$ cat config.mk
export PLATFORM = sky130hd
export DESIGN_NAME = cdc_tx_arbiter
export DESIGN_NICKNAME = d
export VERILOG_FILES = /design/src/rtl/cdc_pkg.sv /design/src/rtl/rr_pick.sv /design/src/rtl/cdc_tx_arbiter.sv
export SDC_FILE = /design/constraint.sdc
export NUM_CORES = 1
export LEC_CHECK = 0
export CAP_MARGIN = 20
export CELL_PAD_IN_SITES_DETAIL_PLACEMENT = 0
export CELL_PAD_IN_SITES_GLOBAL_PLACEMENT = 2
export CORE_MARGIN = 3
export CORE_UTILIZATION = 19
export CTS_BUF_LIST = sky130_fd_sc_hd__clkbuf_4 sky130_fd_sc_hd__clkbuf_8 sky130_fd_sc_hd__clkbuf_16
export CTS_CLUSTER_SIZE = 20
export DETAILED_ROUTE_END_ITERATION = 16
export GPL_TIMING_DRIVEN = 0
export PLACE_DENSITY = 0.95
export SLEW_MARGIN = 25
export SYNTH_ARGS = -nofsm -noshare
export SYNTH_HDL_FRONTEND = slang
export SYNTH_HIERARCHICAL = 1
export SYNTH_SLANG_ARGS = --single-unit
$ cat constraint.sdc
create_clock -name clk -period 4.8 [get_ports clk]
set_clock_uncertainty 0.1 [all_clocks]
set_input_delay 0.72 -clock clk [delete_from_list [all_inputs] [get_ports clk]]
set_output_delay 0.72 -clock clk [all_outputs]
set_load 0.02 [all_outputs]
$ cat src/rtl/cdc_pkg.sv
// Shared definitions for the CDC transmit arbiter: index widths, tagged beat layout, lock states.
package cdc_pkg;

  typedef enum logic {
    LK_IDLE   = 1'b0,
    LK_LOCKED = 1'b1
  } lock_state_e;

  // Beat layout: payload from PAYLOAD_LSB upward, source tag directly above it (MSBs).
  localparam int PAYLOAD_LSB = 0;

  function automatic int clog2_min1(input int n);
    return (n > 1) ? $clog2(n) : 1;
  endfunction

endpackage

$ cat src/rtl/rr_pick.sv
// Round-robin picker: first set request at or after ptr, modulo N. Purely combinational.
module rr_pick
  import cdc_pkg::*;
#(
  parameter int N   = 4,
  parameter int IDW = clog2_min1(N)
) (
  input  logic [N-1:0]   req,
  input  logic [IDW-1:0] ptr,
  output logic           any,
  output logic [IDW-1:0] idx
);

  logic [N-1:0] w_rot;
  int           w_sum;

  always_comb begin
    // Rotating the doubled vector right by ptr puts req[ptr] at bit 0.
    w_rot = N'({req, req} >> ptr);
    any   = |req;
    idx   = '0;
    w_sum = 0;
    for (int k = N - 1; k >= 0; k--) begin
      if (w_rot[k]) begin
        w_sum = int'(ptr) + k;
        idx   = IDW'((w_sum >= N) ? (w_sum - N) : w_sum);
      end
    end
  end

endmodule

$ cat src/rtl/cdc_tx_arbiter.sv
// Locking round-robin arbiter feeding a registered, source-tagged beat into a CDC FIFO write port.
// One cycle from accept to out_valid; a stalled output holds out_data and deasserts every in_ready.
module cdc_tx_arbiter
  import cdc_pkg::*;
#(
  parameter int N     = 4,
  parameter int WIDTH = 16,
  parameter int IDW   = clog2_min1(N)
) (
  input  logic                 clk,
  input  logic                 reset,
  input  logic [N-1:0]         in_valid,
  input  logic [N*WIDTH-1:0]   in_data,
  input  logic [N-1:0]         in_last,
  output logic [N-1:0]         in_ready,
  output logic                 out_valid,
  output logic [IDW+WIDTH-1:0] out_data,
  input  logic                 out_ready,
  output logic                 locked,
  output logic [IDW-1:0]       lock_id
);

  lock_state_e          r_state;
  lock_state_e          w_state_nxt;
  logic [IDW-1:0]       r_lock_id;
  logic [IDW-1:0]       w_lock_id_nxt;
  logic [IDW-1:0]       r_rr_ptr;
  logic [IDW-1:0]       w_rr_ptr_nxt;
  logic                 r_out_valid;
  logic [IDW+WIDTH-1:0] r_out_data;

  logic                 w_pick_any;
  logic [IDW-1:0]       w_pick_idx;
  logic                 w_can_load;
  logic [IDW-1:0]       w_cand;
  logic                 w_cand_vld;
  logic                 w_accept;
  logic [WIDTH-1:0]     w_payload;
  logic [IDW+WIDTH-1:0] w_beat;

  rr_pick #(
    .N   (N),
    .IDW (IDW)
  ) u_rr_pick (
    .req (in_valid),
    .ptr (r_rr_ptr),
    .any (w_pick_any),
    .idx (w_pick_idx)
  );

  always_comb begin
    w_can_load = ~r_out_valid | out_ready;
    w_cand     = (r_state == LK_LOCKED) ? r_lock_id : w_pick_idx;
    w_cand_vld = (r_state == LK_LOCKED) ? in_valid[r_lock_id] : w_pick_any;
    w_accept   = w_can_load & ~reset & w_cand_vld;
    w_payload  = in_data[int'(w_cand)*WIDTH +: WIDTH];

    w_beat                                 = '0;
    w_beat[PAYLOAD_LSB +: WIDTH]           = w_payload;
    w_beat[PAYLOAD_LSB + WIDTH +: IDW]     = w_cand;

    in_ready = '0;
    if (w_accept) in_ready[w_cand] = 1'b1;

    w_state_nxt   = r_state;
    w_lock_id_nxt = r_lock_id;
    w_rr_ptr_nxt  = r_rr_ptr;
    if (w_accept) begin
      // Pointer advances on locked beats too, so the holder goes last once it releases.
      w_rr_ptr_nxt = (int'(w_cand) == N - 1) ? '0 : w_cand + 1'b1;
      if (in_last[w_cand]) begin
        w_state_nxt = LK_IDLE;
      end else begin
        w_state_nxt   = LK_LOCKED;
        w_lock_id_nxt = w_cand;
      end
    end
  end

  always_ff @(posedge clk) begin
    if (reset) begin
      r_state     <= LK_IDLE;
      r_lock_id   <= '0;
      r_rr_ptr    <= '0;
      r_out_valid <= 1'b0;
      r_out_data  <= '0;
    end else begin
      r_state   <= w_state_nxt;
      r_lock_id <= w_lock_id_nxt;
      r_rr_ptr  <= w_rr_ptr_nxt;
      if (w_accept) begin
        r_out_valid <= 1'b1;
        r_out_data  <= w_beat;
      end else if (out_ready) begin
        r_out_valid <= 1'b0;
      end
    end
  end

  assign out_valid = r_out_valid;
  assign out_data  = r_out_data;
  assign locked    = (r_state == LK_LOCKED);
  assign lock_id   = r_lock_id;

endmodule

Word level (Yosys, flattened, before mapping):

Index checks and enable logic that the tools add are counted.

* flip-flop bits (word level): 24
* output and inout bits: 26
* input bits: 75

* order comparisons: 7
* shift operators: 2
* bitwise operators: 6
* reduce and logical (&&, ||, !) cells: 4
* muxes and demuxes: 21
* eq/ne operators: 1
* $add $sub $neg: 8

Operators with widths (number)
* $shiftx A64 B7 Y16: 1
* $mux W2: 10
* $ge A3 B3 Y1 const B: 3
* $shr A8 B2 Y4: 1
* $sub A2 B1 Y2 const B: 4
* $mux W1: 7
* $add A2 B2 Y3 const B: 2
* $lt A2 B3 Y1 const B: 2
* $bmux W1 S2: 2
* $mux W4: 1
* $reduce_or A4 Y1: 1
* $add A2 B1 Y3 const B: 1
* $ge A2 B3 Y1 const B: 1
* $not A1 Y1: 3
* $add A2 B1 Y2 const B: 1
* $and A1 B1 Y1: 2
* $demux W1 S2: 1
* $eq A2 B1 Y1 const B: 1
* $ge A2 B1 Y1 const B: 1
* $reduce_and A2 Y1: 1
* $reduce_bool A2 Y1: 1
* $logic_and A1 B1 Y1: 1
* $or A1 B1 Y1: 1

Longest topological paths before layout:

* depth in word-level cells: 13
* depth in mapped cells: 10
* gate-level depth less buffers: 9

Hierarchy:

Netlist, hierarchy kept.

Modules (own cells, without submodules)
* cdc_tx_arbiter: area an instance 1492.7 µm², seq. area each 480.5 µm², times used 1, cells an instance 228
* rr_pick: area an instance 71.3 µm², seq. area each 0.0 µm², times used 1, cells an instance 11

Least setup slack after synthesis:

No wires, ideal clock.

* path kind: input port to output port
* from: input port in_valid[2]
* to: output port in_ready[0]
* path buffers: 1
* arrival: 2090 ps
* stages: 5
* path slack: 1890 ps
* cell sequence: or4_1 nor2b_1 o31a_1 clkbuf_1 and2_1

* longest elaborated chain between the ends: 11
* elaborated cells between the ends (all ways): 17
* classes of those cells: order compare (2); shift (1); mux (11); bitwise (1); reduce/logical (2)

Ends and longest elaborated chain
* start, declared: line cdc_tx_arbiter.sv:12 `input logic [N-1:0] in_valid,`
* $shr A8 B2 Y4: line rr_pick.sv:19 `w_rot = N'({req, req} >> ptr);`
* $mux W2 (4 in a row): line rr_pick.sv:24 `if (w_rot[k]) begin`
* $mux W2: line cdc_tx_arbiter.sv:53 `w_cand = (r_state == LK_LOCKED) ? r_lock_id : w_pick_idx;`
* $lt A2 B3 Y1 (implied by the code) / $ge A2 B1 Y1 (equally long branches): line cdc_tx_arbiter.sv:63 `if (w_accept) in_ready[w_cand] = 1'b1;`
* $logic_and A1 B1 Y1 (implied by the code): line cdc_tx_arbiter.sv:63
* $mux W1 (implied by the code): line cdc_tx_arbiter.sv:63
* $demux W1 S2: line cdc_tx_arbiter.sv:63
* $mux W4 *: line cdc_tx_arbiter.sv:63
* end, declared: line cdc_tx_arbiter.sv:15 `output logic [N-1:0] in_ready,`

Mark *: on every way between the ends. The rest lies on a longest branch, timed or not. The select of a mux whose other input is x is not followed.

Final worst setup path:

* from: input port in_valid[0]
* to: output port in_ready[2]

* longest elaborated chain between the ends: 11
* elaborated cells between the ends (all ways): 17
* classes of those cells: order compare (2); shift (1); mux (11); bitwise (1); reduce/logical (2)

Ends and longest elaborated chain
* $shr A8 B2 Y4 *: line rr_pick.sv:19
* $mux W2 (3 in a row): line rr_pick.sv:24
* $mux W2 *: line rr_pick.sv:24
* net w_pick_idx[0]: line cdc_tx_arbiter.sv:33 `logic [IDW-1:0] w_pick_idx;`
* $mux W2 *: line cdc_tx_arbiter.sv:53
* $lt A2 B3 Y1 (implied by the code) / $ge A2 B1 Y1 (equally long branches): line cdc_tx_arbiter.sv:63
* $logic_and A1 B1 Y1 (implied by the code): line cdc_tx_arbiter.sv:63
* $mux W1 (implied by the code): line cdc_tx_arbiter.sv:63
* $demux W1 S2 *: line cdc_tx_arbiter.sv:63
* $mux W4 *: line cdc_tx_arbiter.sv:63

Mark *: on every way through the listed nets, which the timed path passes. The rest lies on a longest branch. The select of a mux whose other input is x is not followed.

==> results.tsv <==
stage	metric	value	unit
run_status	status	finished, final reports clean	
timing	rsz0062_at_grt	false	
min_path	hold_path.class	register to register	
drt	first_pass_iters	4	
drt	drt_wl_total	6123	um
floorplanning	core_area	7848	um^2
setup_path	critPathLaunchType	primary input	
grt	grt_pass1_vias	1929	
yosys	yosysMostFrequentCell	nand2_1	
yosys	synthesis.area	1564	um^2
place	hpwl	4789	um
grt	antenna_found_initial	0	
yosys	ys_types	29	
yosys	syn_inst	239	
timing	slew_headroom	0.5561	
place	port_buffers	100	
grt	grt_max_degree	13	
setup_path	cp_data_arrival_time	3520	ps
drt	viasPerCell	4.360	
yosys	synth_top_area_frac	0.3072	
timing	maxSlewViolCount	0	
setup_path	critPathKind	primary input to primary output	
cts	root_buffer	clkbuf_8	
cts	clk-insertion-delay-late	260	ps
cells_and_area	drive_above_1_share	0.03509	
drt	ant_nets	0	
setup_path	crit_path_end_kind	primary output	
cts	cts_buffers	3	
drt	first_iter_violations	62	
floorplanning	initial_core_util	0.1993	
yosys	synth_top_cells_by_count	nand2_1, nand3_1, dfxtp_1, a21oi_1, clkbuf_1	
cts	clockBufferDepth	2	
cts	cts_resized	0	
place	dp.cells	441	
cells_and_area	nNetsFinal	423	
grt	grt_pass1_wl	9804	um
timing	max_freq	0.2306	GHz
yosys	yosysWarnings	6	
power	fin_total_pwr	949.9	uW
timing	timing.final.crit_share	0.9036	
cts	cts_sinks	24	
floorplanning	io_pins	101	
cts	clk_pin_slew	80	ps
timing	finalCriticalPeriod	4337	ps
cells_and_area	fill_cells	875	
cells_and_area	multiInputGateArea	996.0	um^2
grt	overflow	0	
power	power.density	347.5	nW/um^2
yosys	synth_edf_count	0	
cts	tritoncts	yes	
yosys	yosysTopAreaCell	dfxtp_1	
power	ir_drop	0.1607	mV
power	leakage	1.045	nW
setup_path	path_max_fanout	11	
yosys	syn_avg_cell_area	6.544	um^2
floorplanning	die_y	96.73	um
place	dp_slack	420.9	ps
grt	grt_usage	0.1275	
cells_and_area	area_delta_synth_final	74.80	%
cts	ctsHoldBuffers	0	
cts	htreeDepth	1	
timing	tightest_slew	665.8	ps
floorplanning	std_cell_rows	32	
drt	vias	1936	
timing	finalWorstSetupSlack	462.9	ps
run	drv_cap	0	
timing	setup_viol	0	
yosys	synthFlopType	dfxtp_1	
cells_and_area	final_cells	444	
yosys	synth_seq_cells	24	
yosys	netlist_top_cells_area	dfxtp_1, nand2_1, nand3_1	
place	gp_congestion	0.7575	
cts	cts_setup_buffers	0	
cells_and_area	seq_area	480.5	um^2
setup_path	cp_data_required_time	3980	ps
yosys	async_reset_ff_frac	0	
cells_and_area	post-route-util	0.3484	
timing	setup-tns-final	0	ps
floorplanning	dieArea	9357	um^2
timing	finalHoldViolCount	0	
yosys	ys_seq_area_frac	0.3072	
floorplanning	die_width	96.73	um
yosys	syn_nets	318	
drt	drc_errors	0	
drt	avgRoutedWirePerCell	13.79	um
cells_and_area	diodes	0	
cells by family (layout without fill, tap and decap cells):
group / after synthesis / after routing / synth area share
AOI/OAI and AO/OA: 33 / 33 / 0.1232
adders and majority gates: 4 / 4 / 0.03200
buffers and inverters: 20 / 123 / 0.05600
DFF: 24 / 24 / 0.3072
muxes: 7 / 7 / 0.05600
and+or+nand+nor: 151 / 151 / 0.4256
worst max-delay path: stages:
cell,delay (ps)
clkdlybuf4s50_1,550
nand2_1,100
a21oi_1,150
a211oi_1,90
mux2i_4,360
clkbuf_1,560
ha_1,240
and2_1,130
clkdlybuf4s50_1,610
through the flow:
| step | hold WS, ps | area (um^2) |
|---|---|---|
| after floorplan | 358.0 | 1564 |
| after global placement | 342.9 | 2693 |
| after detailed placement | 345.5 | 2693 |
| after CTS | 358.7 | 2734 |
| after global routing | 379.0 | 2734 |
| final | 353.7 | 2734 |
metal layers:
metal	wire, um	vias to the layer above	global-route usage
li1	-	1015	-
met1	2699	854	0.1542
met2	3023	61	0.2282
met3	340	6	0.03028
met4	60	0	0.02808
met5	0	-	0
path summary, 6_finish.rpt:
kind / start / endpoint / slack [ps] / cells after the start
setup / recovery: in_valid[0] / in_ready[2] / 460 / 9
hold / removal: out_data[0] / out_data[0] / 350 / 2
setup reg to reg: r_rr_ptr[1] / r_rr_ptr[0] / 2270 / 10
hold reg to reg: out_data[0] / out_data[0] / 350 / 2
state kept, by name, summed over array words and instances (netlist names):
register and flops:
r_rr_ptr 2, locked 1, out_data 18, lock_id 2
out_valid 1
where the power goes:
group | internal [mW] | switching (mW) | leakage (nW)
clock network | 0.0561 | 0.0639 | 0.0216
registers | 0.239 | 0.0294 | 0.197
logic | 0.244 | 0.318 | 0.826
total | 0.539 | 0.411 | 1.04
cell type report:
type | instances | area share
flip-flops and latches | 24 | 0.1757
inverters | 4 | 0.007323
clock buffers | 3 | 0.01510
repair buffers | 100 | 0.3661
well taps | 102 | 0.04668
plain buffers | 16 | 0.02471
multi-input cells | 195 | 0.3643
layout by cell type, fill, tap and decap left out:
cell	n
clkbuf_1	8
nand2_1	87
ha_1	4
clkbuf_8	3
o31ai_1	1
o21ai_0	1
a311oi_1	2
a2bb2oi_1	1
clkinv_1	1
a21oi_1	23
a211oi_1	3
mux2_4	1
dfxtp_1	24
nor2_1	3
o21a_1	1
buf_2	6
mux2i_4	1
clkdlybuf4s50_1	100
nand3_1	48
and2_1	4
nor2b_1	2
nand3b_1	2
or3_1	1
o31a_1	1
inv_6	1
inv_1	2
nor3b_1	2
buf_1	2
nand2b_1	1
mux2i_1	5
or4_1	1
Note: power is estimated with default switching activity, not from simulation.
